**config.mk**
```make
export PLATFORM = sky130hd
export DESIGN_NAME = alu_result_fifo_flat
export DESIGN_NICKNAME = d
export VERILOG_FILES = /design/src/rtl/alu_result_fifo_if.sv /design/src/rtl/alu_result_fifo.sv /design/src/flat_wrapper.sv
export SDC_FILE = /design/constraint.sdc
export NUM_CORES = 1
export LEC_CHECK = 0
export CAP_MARGIN = 20
export CORE_UTILIZATION = 30
export CTS_CLUSTER_DIAMETER = 120
export DETAILED_ROUTE_END_ITERATION = 12
export DONT_BUFFER_PORTS = 1
export GPL_ROUTABILITY_DRIVEN = 0
export HOLD_SLACK_MARGIN = 0.06
export PLACE_DENSITY_LB_ADDON = 0.05
export SLEW_MARGIN = 20
export SYNTH_ARGS = -nofsm -noshare
export SYNTH_HDL_FRONTEND = slang
export SYNTH_SLANG_ARGS = --single-unit
```
**constraint.sdc**
```tcl
create_clock -name clk -period 14.2 [get_ports clk]
set_clock_uncertainty 0.2 [all_clocks]
set_input_delay 2.13 -clock clk [delete_from_list [all_inputs] [get_ports clk]]
set_output_delay 2.13 -clock clk [all_outputs]
set_load 0.02 [all_outputs]
```
**src/rtl/alu_result_fifo_if.sv**
```systemverilog
// Handshake bundle between the ALU result producer, the result FIFO and the
// writeback consumer. "master" is the bench/system side driving pushes and
// taking pops; "slave" is the FIFO itself.
interface alu_result_fifo_if #(
    parameter int unsigned WIDTH  = 32,
    parameter int unsigned OP_LEN = 5
);
    logic              in_valid;
    logic              in_ready;
    logic [WIDTH-1:0]  in_sum;
    logic [OP_LEN-1:0] in_opcode;
    logic              in_cout;
    logic              in_neg;
    logic              in_ovf;
    logic              in_zero;

    logic              out_valid;
    logic              out_ready;
    logic [WIDTH-1:0]  out_sum;
    logic [OP_LEN-1:0] out_opcode;
    logic [3:0]        out_flags;

    modport master (
        output in_valid, in_sum, in_opcode, in_cout, in_neg, in_ovf, in_zero,
        input  in_ready,
        input  out_valid, out_sum, out_opcode, out_flags,
        output out_ready
    );

    modport slave (
        input  in_valid, in_sum, in_opcode, in_cout, in_neg, in_ovf, in_zero,
        output in_ready,
        output out_valid, out_sum, out_opcode, out_flags,
        input  out_ready
    );
endinterface

```
**src/rtl/alu_result_fifo.sv**
```systemverilog
// alu_result_fifo: captures ALU results (sum, opcode tag, flags) into a
// DEPTH-entry FIFO and hands them to writeback over valid/ready.
// Reports occupancy and a saturating backpressure-stall counter.
// Optional feature macro: ALU_STICKY_FLAGS_EN (sticky overflow/carry flags).
module alu_result_fifo #(
    parameter int unsigned WIDTH  = 32,
    parameter int unsigned OP_LEN = 5,
    parameter int unsigned DEPTH  = 4,
    parameter int unsigned CNT_W  = 16
) (
    input  logic                     clk,
    input  logic                     rst,
    alu_result_fifo_if.slave         bus,
    input  logic                     sticky_clr,
    output logic [$clog2(DEPTH):0]   count,
    output logic [CNT_W-1:0]         stall_cnt,
    output logic                     sticky_ovf,
    output logic                     sticky_cout
);

    localparam int unsigned PTR_W = $clog2(DEPTH);
    localparam int unsigned OCC_W = PTR_W + 1;

    logic [PTR_W-1:0]  wr_ptr_q, wr_ptr_d;
    logic [PTR_W-1:0]  rd_ptr_q, rd_ptr_d;
    logic [OCC_W-1:0]  count_q, count_d;
    logic              in_ready_q, in_ready_d;
    logic              out_valid_q, out_valid_d;
    logic [CNT_W-1:0]  stall_cnt_q, stall_cnt_d;

    logic [WIDTH-1:0]  sum_mem_q   [DEPTH];
    logic [WIDTH-1:0]  sum_mem_d   [DEPTH];
    logic [OP_LEN-1:0] op_mem_q    [DEPTH];
    logic [OP_LEN-1:0] op_mem_d    [DEPTH];
    logic [3:0]        flags_mem_q [DEPTH];
    logic [3:0]        flags_mem_d [DEPTH];

    logic push;
    logic pop;

    // Handshakes use only registered ready/valid, so no comb path from out_ready to in_ready.
    assign push = bus.in_valid & in_ready_q;
    assign pop  = out_valid_q & bus.out_ready;

    // Pointer, occupancy, status and storage next-state.
    always_comb begin
        wr_ptr_d    = wr_ptr_q;
        rd_ptr_d    = rd_ptr_q;
        count_d     = count_q;
        stall_cnt_d = stall_cnt_q;
        sum_mem_d   = sum_mem_q;
        op_mem_d    = op_mem_q;
        flags_mem_d = flags_mem_q;

        if (push) begin
            wr_ptr_d              = wr_ptr_q + PTR_W'(1);
            sum_mem_d[wr_ptr_q]   = bus.in_sum;
            op_mem_d[wr_ptr_q]    = bus.in_opcode;
            flags_mem_d[wr_ptr_q] = {bus.in_cout, bus.in_neg, bus.in_ovf, bus.in_zero};
        end
        if (pop) begin
            rd_ptr_d = rd_ptr_q + PTR_W'(1);
        end

        case ({push, pop})
            2'b10:   count_d = count_q + OCC_W'(1);
            2'b01:   count_d = count_q - OCC_W'(1);
            default: count_d = count_q;
        endcase

        in_ready_d  = (count_d != OCC_W'(DEPTH));
        out_valid_d = (count_d != OCC_W'(0));

        if (bus.in_valid && !in_ready_q && (stall_cnt_q != {CNT_W{1'b1}})) begin
            stall_cnt_d = stall_cnt_q + CNT_W'(1);
        end
    end

    // State registers; storage is cleared so outputs read 0 before the first push.
    always_ff @(posedge clk or posedge rst) begin
        if (rst) begin
            wr_ptr_q    <= '0;
            rd_ptr_q    <= '0;
            count_q     <= '0;
            in_ready_q  <= 1'b1;
            out_valid_q <= 1'b0;
            stall_cnt_q <= '0;
            for (int i = 0; i < int'(DEPTH); i++) begin
                sum_mem_q[i]   <= '0;
                op_mem_q[i]    <= '0;
                flags_mem_q[i] <= '0;
            end
        end else begin
            wr_ptr_q    <= wr_ptr_d;
            rd_ptr_q    <= rd_ptr_d;
            count_q     <= count_d;
            in_ready_q  <= in_ready_d;
            out_valid_q <= out_valid_d;
            stall_cnt_q <= stall_cnt_d;
            sum_mem_q   <= sum_mem_d;
            op_mem_q    <= op_mem_d;
            flags_mem_q <= flags_mem_d;
        end
    end

    assign bus.in_ready   = in_ready_q;
    assign bus.out_valid  = out_valid_q;
    assign bus.out_sum    = sum_mem_q[rd_ptr_q];
    assign bus.out_opcode = op_mem_q[rd_ptr_q];
    assign bus.out_flags  = flags_mem_q[rd_ptr_q];
    assign count          = count_q;
    assign stall_cnt      = stall_cnt_q;

`ifdef ALU_STICKY_FLAGS_EN
    logic sticky_ovf_q,  sticky_ovf_d;
    logic sticky_cout_q, sticky_cout_d;

    // Sticky flags: a setting push overrides a same-cycle clear.
    always_comb begin
        sticky_ovf_d  = sticky_ovf_q;
        sticky_cout_d = sticky_cout_q;
        if (sticky_clr) begin
            sticky_ovf_d  = 1'b0;
            sticky_cout_d = 1'b0;
        end
        if (push && bus.in_ovf) begin
            sticky_ovf_d = 1'b1;
        end
        if (push && bus.in_cout) begin
            sticky_cout_d = 1'b1;
        end
    end

    // Sticky flag registers.
    always_ff @(posedge clk or posedge rst) begin
        if (rst) begin
            sticky_ovf_q  <= 1'b0;
            sticky_cout_q <= 1'b0;
        end else begin
            sticky_ovf_q  <= sticky_ovf_d;
            sticky_cout_q <= sticky_cout_d;
        end
    end

    assign sticky_ovf  = sticky_ovf_q;
    assign sticky_cout = sticky_cout_q;
`else
    // Feature absent: clear input is a don't-care, flags tie low.
    logic unused_sticky_clr;
    assign unused_sticky_clr = sticky_clr;
    assign sticky_ovf        = 1'b0;
    assign sticky_cout       = 1'b0;
`endif

endmodule

```
**src/flat_wrapper.sv**
```systemverilog
// flat-port wrapper written by rule: the top's interface ports become plain ports
module alu_result_fifo_flat 
#(
    parameter int unsigned WIDTH  = 32,
    parameter int unsigned OP_LEN = 5,
    parameter int unsigned DEPTH  = 4,
    parameter int unsigned CNT_W  = 16
)
  (clk, rst, sticky_clr, count, stall_cnt, sticky_ovf, sticky_cout, bus_in_valid, bus_in_sum, bus_in_opcode, bus_in_cout, bus_in_neg, bus_in_ovf, bus_in_zero, bus_in_ready, bus_out_valid, bus_out_sum, bus_out_opcode, bus_out_flags, bus_out_ready);
  alu_result_fifo_if #(.WIDTH(WIDTH), .OP_LEN(OP_LEN)) bus_i ();
  input  logic clk;
  input  logic rst;
  input  logic sticky_clr;
  output logic [$clog2(DEPTH):0] count;
  output logic [CNT_W-1:0] stall_cnt;
  output logic sticky_ovf;
  output logic sticky_cout;
  input wire logic [$bits(bus_i.in_valid)-1:0] bus_in_valid;
  input wire logic [$bits(bus_i.in_sum)-1:0] bus_in_sum;
  input wire logic [$bits(bus_i.in_opcode)-1:0] bus_in_opcode;
  input wire logic [$bits(bus_i.in_cout)-1:0] bus_in_cout;
  input wire logic [$bits(bus_i.in_neg)-1:0] bus_in_neg;
  input wire logic [$bits(bus_i.in_ovf)-1:0] bus_in_ovf;
  input wire logic [$bits(bus_i.in_zero)-1:0] bus_in_zero;
  output wire logic [$bits(bus_i.in_ready)-1:0] bus_in_ready;
  output wire logic [$bits(bus_i.out_valid)-1:0] bus_out_valid;
  output wire logic [$bits(bus_i.out_sum)-1:0] bus_out_sum;
  output wire logic [$bits(bus_i.out_opcode)-1:0] bus_out_opcode;
  output wire logic [$bits(bus_i.out_flags)-1:0] bus_out_flags;
  input wire logic [$bits(bus_i.out_ready)-1:0] bus_out_ready;
  assign bus_i.in_valid = bus_in_valid;
  assign bus_i.in_sum = bus_in_sum;
  assign bus_i.in_opcode = bus_in_opcode;
  assign bus_i.in_cout = bus_in_cout;
  assign bus_i.in_neg = bus_in_neg;
  assign bus_i.in_ovf = bus_in_ovf;
  assign bus_i.in_zero = bus_in_zero;
  assign bus_in_ready = bus_i.in_ready;
  assign bus_out_valid = bus_i.out_valid;
  assign bus_out_sum = bus_i.out_sum;
  assign bus_out_opcode = bus_i.out_opcode;
  assign bus_out_flags = bus_i.out_flags;
  assign bus_i.out_ready = bus_out_ready;
  alu_result_fifo #(.WIDTH(WIDTH), .OP_LEN(OP_LEN), .DEPTH(DEPTH), .CNT_W(CNT_W)) u_core (.clk(clk), .rst(rst), .bus(bus_i), .sticky_clr(sticky_clr), .count(count), .stall_cnt(stall_cnt), .sticky_ovf(sticky_ovf), .sticky_cout(sticky_cout));
endmodule
```
==> results of run 1 <==
[critical path: cells and delay by family, from the launching register on]
kind                   cells  cell delay (ps)
buffers and inverters      1              680
flip-flops                 1              560
multiplexers               1              710
[how the worst max path moves through the flow]
stage | end | slack [ps] | cells after the start
2_1_floorplan | u_core.bus.out_valid | 6730 | 1
3_3_place_gp | bus_out_sum[23] | 9830 | 2
3_5_place_dp | bus_out_sum[18] | 9830 | 2
4_1_cts | bus_out_sum[18] | 9370 | 2
5_1_grt | bus_out_flags[3] | 9300 | 2
6_report | bus_out_sum[18] | 9480 | 2
[sequential cells by signal (all words and copies together) (netlist names)]
| name | cells |
|---|---|
| u_core.rd_ptr_q | 2 |
| u_core.op_mem_q | 20 |
| u_core.bus.in_ready | 1 |
| u_core.count | 3 |
| u_core.sum_mem_q | 128 |
| u_core.bus.out_valid | 1 |
| u_core.stall_cnt | 16 |
| u_core.flags_mem_q | 16 |
| u_core.wr_ptr_q | 2 |
[layout make-up]
type                       instances  share of cell area
sequential                       189               0.510
clock buffer                      20              0.0503
timing repair buffer               8             0.00647
multi-input combinational        288               0.370
clock inverter                    12              0.0162
inverter                           3             0.00175
tap                              341              0.0459
[cell families after synthesis]
logic type,after synthesis,synth area share
other,1,0.000452
adder cells (fa/ha/maj),7,0.0115
AND/OR/NAND/NOR,50,0.0385
flip-flops,189,0.571
XOR/XNOR,21,0.0222
buffers and inverters,32,0.0178
multiplexers,208,0.339
[synth_stat cells (all sizes together)]
library cell / n
dfrtp: 188
mux2: 167
mux4: 41
buf: 29
xor2: 14
nand2: 9
nand3: 7
nor3: 7
xnor2: 7
ha: 6
nand4: 6
nor2: 5
nor4: 4
inv: 3
nand2b: 3
or3: 3
nand3b: 2
and2: 1
conb: 1
dfstp: 1
fa: 1
nand4b: 1
nor3b: 1
nor4b: 1
[power by group through the flow]
stage | clock network (mW) | logic [mW] | registers, mW
floorplan | 0 | 0.793 | 0.915
global placement | 0 | 0.913 | 0.961
detailed placement | 0 | 0.934 | 0.981
CTS | 0.519 | 0.933 | 0.971
global route | 0.542 | 0.973 | 1.00
finish | 0.500 | 0.906 | 0.968
[cells in the final DEF, fill, tap and decap left out, types with 2 or more instances in the layout]
master	n
bufinv_16	2
buf_4	8
nand4_1	4
or3_1	2
clkbuf_8	3
mux2_2	166
ha_1	6
nand2_1	9
mux4_2	41
nor3_1	7
xnor2_1	7
dfrtp_2	2
clkinv_4	4
nand2b_1	3
nor4_1	3
inv_6	3
clkinvlp_4	2
nor2_1	4
dfrtp_1	186
xor2_1	14
nand3b_1	2
inv_1	2
conb_1	2
clkbuf_16	17
nand3_1	3
inv_8	2
nand3_2	4
[per-layer routing]
layer | vias to the layer above | global-route usage | share of wire
li1 | 1879 | - | -
met1 | 2306 | 0.172 | 0.45
met2 | 80 | 0.223 | 0.49
met3 | 13 | 0.0449 | 0.054
met4 | 0 | 0.0356 | 0.0099
met5 | - | 0 | 0
[metrics by stage]
step | power (mW) | cell area (sq um) | util
floorplan | 1.71 | 8290 | -
global placement | 1.87 | 8670 | 0.321
detailed placement | 1.91 | 8670 | 0.321
CTS | 2.42 | 9290 | 0.344
global route | 2.52 | 9290 | 0.344
finish | 2.37 | 9290 | 0.344
==> results_dict.tcl, run 1 <==
set metrics [dict create \
    status "finished, final reports clean" \
    fmax_mhz 212 \
    setup_tns_ps 0 \
    grt_first_pass_wirelength_mm 28.7 \
    slowest_stage "mux4_2" \
    slew_violations 0 \
    antenna_found_initial 0 \
    grt_pass1_vias 4796 \
    fin_crit_sh 0.333 \
    cts_tree "yes" \
    n_antenna_cell 0 \
    start_kind "register" \
    min_from "u_core.sum_mem_q[70]" \
    hpwl_mm 11.1 \
    synth_area_per_cell_sq_um 16.3 \
    yosysTopAreaCellShare 0.568 \
    io_pins 110 \
    cellPowerDensity_mw_per_mm2 256 \
    clock-root-buffer "clkbuf_16" \
    clockBufferDepth 2 \
    cts.sinks 189 \
    synth_area_sq_mm 0.00829 \
    synth_largest_area_cell "dfrtp_1" \
    worstHoldEndpoint "u_core.sum_mem_q[70]" \
    port-buffer-count 0 \
    antenna_left 0 \
    via_per_inst 4.97 \
    grt_usage 0.136 \
    grt_max_degree 74 \
    vias 4278 \
    h-tree-depth 4 \
    p_seq_frac 0.408 \
    dieArea_sq_mm 0.0283 \
    wirelength_mm 18.2 \
    cts_made_buffers 17 \
    drive_gt1_frac 0.504 \
    hold_viol 0 \
    post-cts-setup-buffers 0 \
    critPathRequiredTime_ps 11870 \
    fin_crit_ps 4720 \
    power_switching_mw 0.840 \
    fin_ws_ps 9480 \
    maxCapViolCount 0 \
    ys_types 33 \
    max_stage_delay_ps 710 \
    r2r_start "u_core.bus.in_ready" \
    cts.clk_slew.worst_paths_ps 70 \
    fp.dieH_um 168 \
    p_int_mw 1.53 \
    reg2reg_depth 3 \
    synth_warnings 0 \
    crit_type "register to primary output" \
    hold_buffers 0 \
    n_fill_cell 2615 \
    holdPathStages 1 \
    layout.nets 560 \
    finalSetupViolations 0 \
    endpoint_kind "primary output" \
    p_leak_nw 3.82 \
    worstReg2RegEnd "u_core.sum_mem_q[122]" \
    p_comb_frac 0.382 \
    die_width_um 168 \
    grt_overflow_total 0 \
    areaGrowthSynthToFinish_pct 12.0 \
    cts_resized 0 \
    clock_latency_ps 430 \
    hold_path_class "register to register" \
    core_area_sq_mm 0.0270 \
    initial_core_util 0.307 \
    synth_seq_area_share 0.571 \
    firstDrtPassIters 4 \
    finalNonFillerCells 861 \
    tightest_slew_ps 977 \
    ir_worst_vdd_mv 0.0801 \
    cp-startpoint "u_core.rd_ptr_q[0]" \
    clkPwrFrac 0.210 \
    switching_share 0.354 \
    wire_per_inst_um 21.2 \
    drc 0 \
    whs_ps 301 \
    maxSlewHeadroom 0.348 \
    synth_area_leaders "dfrtp_1, mux2_2, mux4_2, xor2_1, ha_1" \
    seq_area_sq_mm 0.00473 \
    rows 60 \
    crit_chain "buf_4, mux4_2" \
    crit_fanout 33 \
    cp_data_arrival_time_ps 2390 \
    ys_ff_latch 189 \
    dp.cells 829 \
    syn_inst 508 \
    pre_cts_ws_ps 9830 \
    multi_input_area_sq_mm 0.00343 \
    rsz0062_at_grt "no" \
    r2r_slack_ps 11710 \
    drtIter0Drc 160 \
]
(Power assumes the default switching activity.)
==> run 2: changes to the inputs <==
Clock period 14.2 ns to 3.9 ns, I/O delays scaled along.
==> run 2 against run 1 <==
Net effect: final area rose by 0.93%; via count rose by 0.61%; sequential cell count did not move; critical path depth fell by 1; largest cell class unchanged; clock-buffer cell count did not move; die area did not move.
==> results_dict.tcl, run 2 (synthesis gave the netlist of run 1 again) <==
set metrics [dict create \
    status "finished, final reports clean" \
    port-buffer-count 0 \
    use_met3 0.0444 \
    critPathRequiredTime_ps 3120 \
    ir_worst_vdd_mv 0.357 \
    cellPowerDensity_mw_per_mm2 932 \
    grt_overflow_total 0 \
    final_common_cell "dfrtp_1" \
    cts_made_buffers 17 \
    drc 0 \
    die_width_um 168 \
    layout.nets 566 \
    fmax_mhz 339 \
    cts.clk_slew.worst_paths_ps 80 \
    fp.dieH_um 168 \
    maxSlewHeadroom 0.416 \
    crit_type "register to primary output" \
    dpl_cell_area_sq_mm 0.00873 \
    hold_viol 0 \
    hold_path_class "input port to register" \
    setup_tns_ps 0 \
    areaGrowthSynthToFinish_pct 13.1 \
    finalNonFillerCells 867 \
    via_per_inst 4.96 \
    post-cts-setup-buffers 0 \
    top_register "u_core.sum_mem_q" \
    finalSetupViolations 0 \
    grtUsageMet2 0.221 \
    drtIter0Drc 159 \
    grt_max_degree 93 \
    crit_chain "mux4_2" \
    tightest_slew_ps 876 \
    clock_latency_ps 430 \
    antenna_found_initial 0 \
    vias 4304 \
    wirelength_mm 18.4 \
    initial_core_util 0.307 \
    reg_top3 "u_core.sum_mem_q (128), u_core.op_mem_q (20)" \
    rows 60 \
    fin_crit_ps 2950 \
    critical-path-top-delay-family "flip-flops" \
    grt_first_pass_wirelength_mm 29.4 \
    hpwl_mm 11.3 \
    grt_pass1_vias 4867 \
    start_kind "register" \
    io_pins 110 \
    crit_fanout 39 \
    whs_ps 99.7 \
    top_usage_layer "met2" \
    dp.cells 834 \
    grt_usage 0.140 \
    antenna_left 0 \
    worst-path-buf-inv 0 \
    cp_data_arrival_time_ps 2170 \
    design_area_sq_mm 0.00937 \
    p_leak_nw 3.86 \
    n_fill_cell 2595 \
    max_stage_delay_ps 1000 \
    clock-root-buffer "clkbuf_16" \
    dieArea_sq_mm 0.0283 \
    clockBufferDepth 2 \
    drive_gt1_frac 0.506 \
    slew_violations 0 \
    met1_usage 0.184 \
    h-tree-depth 4 \
    cts_tree "yes" \
    n_antenna_cell 0 \
    wire_per_inst_um 21.3 \
    cts.sinks 189 \
    largest_reg_flops 128 \
    utilization 0.347 \
    layout_common_cells "dfrtp_1, mux2_2, mux4_2, clkbuf_16, xor2_1" \
    rsz0062_at_grt "no" \
    endpoint_kind "primary output" \
    fin_crit_sh 0.757 \
    slowest_stage "dfrtp_4" \
    firstDrtPassIters 4 \
    maxCapViolCount 0 \
    core_area_sq_mm 0.0270 \
]
-- run 2: final cells by class --
cell class | count | area, sq um | area share
clock buffer | 20 | 457 | 0.0487
clock inverter | 12 | 173 | 0.0184
inverter | 3 | 15.0 | 0.00160
multi-input combinational | 288 | 3430 | 0.366
sequential | 189 | 4740 | 0.505
tap | 341 | 427 | 0.0455
timing repair buffer | 14 | 133 | 0.0142
-- run 2: power breakdown --
part	internal (mW)	total [mW]	switching (mW)	leakage, nW
combinational	1.68	3.21	1.53	1.31
sequential	2.91	3.65	0.741	2.24
clock	1.07	1.87	0.806	0.306
total	5.66	8.73	3.07	3.86
-- run 2: through the flow --
stage / setup WS (ps) / power [mW]
after floorplan: 681 / 6.22
after global placement: 1330 / 6.86
after detailed placement: 1320 / 7.00
after CTS: 850 / 8.90
after global routing: 793 / 9.28
final: 949 / 8.73
-- run 2: timing repair --
item | CTS | global route
gates resized for setup | 0 | 0
endpoints found under the hold margin | 27 | 0
hold buffers | 1 | 0
endpoints found under the setup margin | 0 | 0
-- run 2: worst paths after layout --
check / startpoint / end / slack [ps] / cells after the start
min reg2reg: u_core.sum_mem_q[41] / u_core.sum_mem_q[41] / 300 / 1
min: bus_in_sum[4] / u_core.sum_mem_q[100] / 100 / 1
max: u_core.rd_ptr_q[0] / bus_out_sum[30] / 950 / 1
min in group asynchronous: rst / u_core.op_mem_q[15] / 550 / 2
max in group asynchronous: rst / u_core.rd_ptr_q[0] / 1880 / 3
max reg2reg: u_core.bus.in_ready / u_core.bus.out_valid / 1430 / 7
-- run 2: routing by layer --
layer / vias to the layer above / part of all wire
li1: 1878 / -
met5: - / 0
met2: 72 / 0.48
met4: 0 / 0.0078
met1: 2344 / 0.46
met3: 10 / 0.052
==> run 3: changes to the inputs <==
Clock period 3.9 ns to 2.9 ns, I/O delays scaled along.
==> run 3 against run 2 <==
Net effect: routed wire length is 1.8% lower; register-to-register slack worse by 960 ps; final area up 4.9%; via count grew 4.6%; sequential cell count did not move; combinational power rose by 42%; die area unchanged; worst setup slack lost 670 ps; sequential share of layout area decreased by 2.4 points; clock power up 36%; final cell count grew 4.8%; critical path depth rose by 1; critical path type unchanged; highest routed layer unchanged.
==> results_dict.tcl, run 3 (synthesis gave the netlist of run 1 again) <==
set metrics [dict create \
    status "finished, final reports clean" \
    cts_resized 0 \
    p_leak_nw 4.05 \
    largest_reg_flops 128 \
    clock-root-buffer "clkbuf_16" \
    utilization 0.364 \
    io_pins 110 \
    clkPwrFrac 0.215 \
    post-cts-setup-buffers 0 \
    p_comb_frac 0.383 \
    finalSetupViolations 0 \
    slew_violations 0 \
    antenna_found_initial 1 \
    critPathRequiredTime_ps 2270 \
    grt_max_degree 97 \
    h-tree-depth 4 \
    finalPower_mw 11.9 \
    layout_common_cells "dfrtp_1, mux2_2, dlygate4sd3_1, mux4_2, clkbuf_16" \
    fp.dieH_um 168 \
    initial_core_util 0.307 \
    grt_pass1_vias 4937 \
    endpoint_kind "primary output" \
    maxSlewHeadroom 0.617 \
    grt_overflow_total 0 \
    crit_chain "buf_12, mux4_2" \
    crit_fanout 21 \
    wire_per_inst_um 19.9 \
    die_width_um 168 \
    maxCapViolCount 0 \
    hold_viol 0 \
    cts_tree "yes" \
    power_switching_mw 4.10 \
    dpl_cell_area_sq_mm 0.00876 \
    fin_crit_sh 0.904 \
    clock_latency_ps 430 \
    crit_type "register to primary output" \
    max_stage_delay_ps 650 \
    r2r_slack_ps 470 \
    cts.clk_slew.worst_paths_ps 80 \
    drc 0 \
    critical-path-top-delay-family "multiplexers" \
    clockBufferDepth 2 \
    fmax_mhz 381 \
    grt_first_pass_wirelength_mm 29.5 \
    rsz0062_at_grt "no" \
    slowest_stage "mux4_2" \
    p_seq_frac 0.402 \
    cellPowerDensity_mw_per_mm2 1210 \
    reg_top3 "u_core.sum_mem_q (128), u_core.op_mem_q (20)" \
    areaGrowthSynthToFinish_pct 18.7 \
    firstDrtPassIters 4 \
    cp_data_arrival_time_ps 1990 \
    final_common_cell "dfrtp_1" \
    worst-path-buf-inv 1 \
    drtIter0Drc 184 \
    layout.nets 608 \
    core_area_sq_mm 0.0270 \
    drive_gt1_frac 0.469 \
    top_register "u_core.sum_mem_q" \
    cts.sinks 189 \
    via_per_inst 4.95 \
    start_kind "register" \
    design_area_sq_mm 0.00983 \
    switching_share 0.345 \
    tightest_slew_ps 570 \
    ir_worst_vdd_mv 0.396 \
    antenna_left 0 \
    cts_made_buffers 17 \
    hold_path_class "input port to register" \
    vias 4502 \
    rows 60 \
    hpwl_mm 11.2 \
    p_int_mw 7.77 \
    grt_usage 0.138 \
    dieArea_sq_mm 0.0283 \
    setup_tns_ps 0 \
    port-buffer-count 0 \
    fin_crit_ps 2620 \
    wirelength_mm 18.1 \
]
==> run 3: cell type report <==
| class | count | area [sq um] |
|---|---|---|
| fill | 2569 | 17200 |
| sequential | 189 | 4740 |
| multi-input combinational | 288 | 3430 |
| timing repair buffer | 56 | 578 |
| clock buffer | 20 | 467 |
| tap | 341 | 427 |
| clock inverter | 11 | 176 |
| inverter | 3 | 15.0 |
| antenna | 1 | 2.50 |
==> run 3: metrics by stage <==
step	std cells	hold slack, ps	setup slack [ps]
final	909	107	278
after global routing	908	127	175
after CTS	908	81.9	202
after detailed placement	834	288	477
after global placement	834	282	492
after floorplan	509	274	-169
==> run 3: what timing repair did <==
| action | 4_1_cts | 5_1_grt |
|---|---|---|
| hold endpoints to repair | 353 | 0 |
| setup endpoints to repair | 0 | 0 |
| hold buffers | 43 | 0 |
==> run 3: final timing paths <==
kind | from | endpoint | depth (start not counted)
setup / recovery | u_core.rd_ptr_q[0] | bus_out_sum[30] | 2
setup reg to reg | u_core.bus.in_ready | u_core.bus.out_valid | 7
hold reg to reg | u_core.sum_mem_q[26] | u_core.sum_mem_q[26] | 1
min in group asynchronous | rst | u_core.sum_mem_q[74] | 3
hold / removal | bus_in_valid | u_core.stall_cnt[13] | 4
max in group asynchronous | rst | u_core.rd_ptr_q[0] | 3
==> run 3: tightest hold or removal path: stages <==
cell,delay (ps)
nand3b_1,60
nor4_1,60
nand2b_1,80
xnor2_1,60
==> run 3: power by group through the flow <==
stage	clock network (mW)	logic, mW	registers, mW
final	2.55	4.55	4.77
after global routing	2.75	4.88	4.96
after floorplan	0	3.88	4.48
after detailed placement	0	4.60	4.83
after CTS	2.65	4.67	4.78
after global placement	0	4.51	4.75
==> run 3: metal layers <==
metal  vias to the layer above  global-route usage  part of all wire
met5                         -                   0                 0
met4                         0              0.0391            0.0086
met3                        11              0.0357             0.043
met2                        86               0.227              0.51
met1                      2421               0.179              0.44
li1                       1984                   -                 -
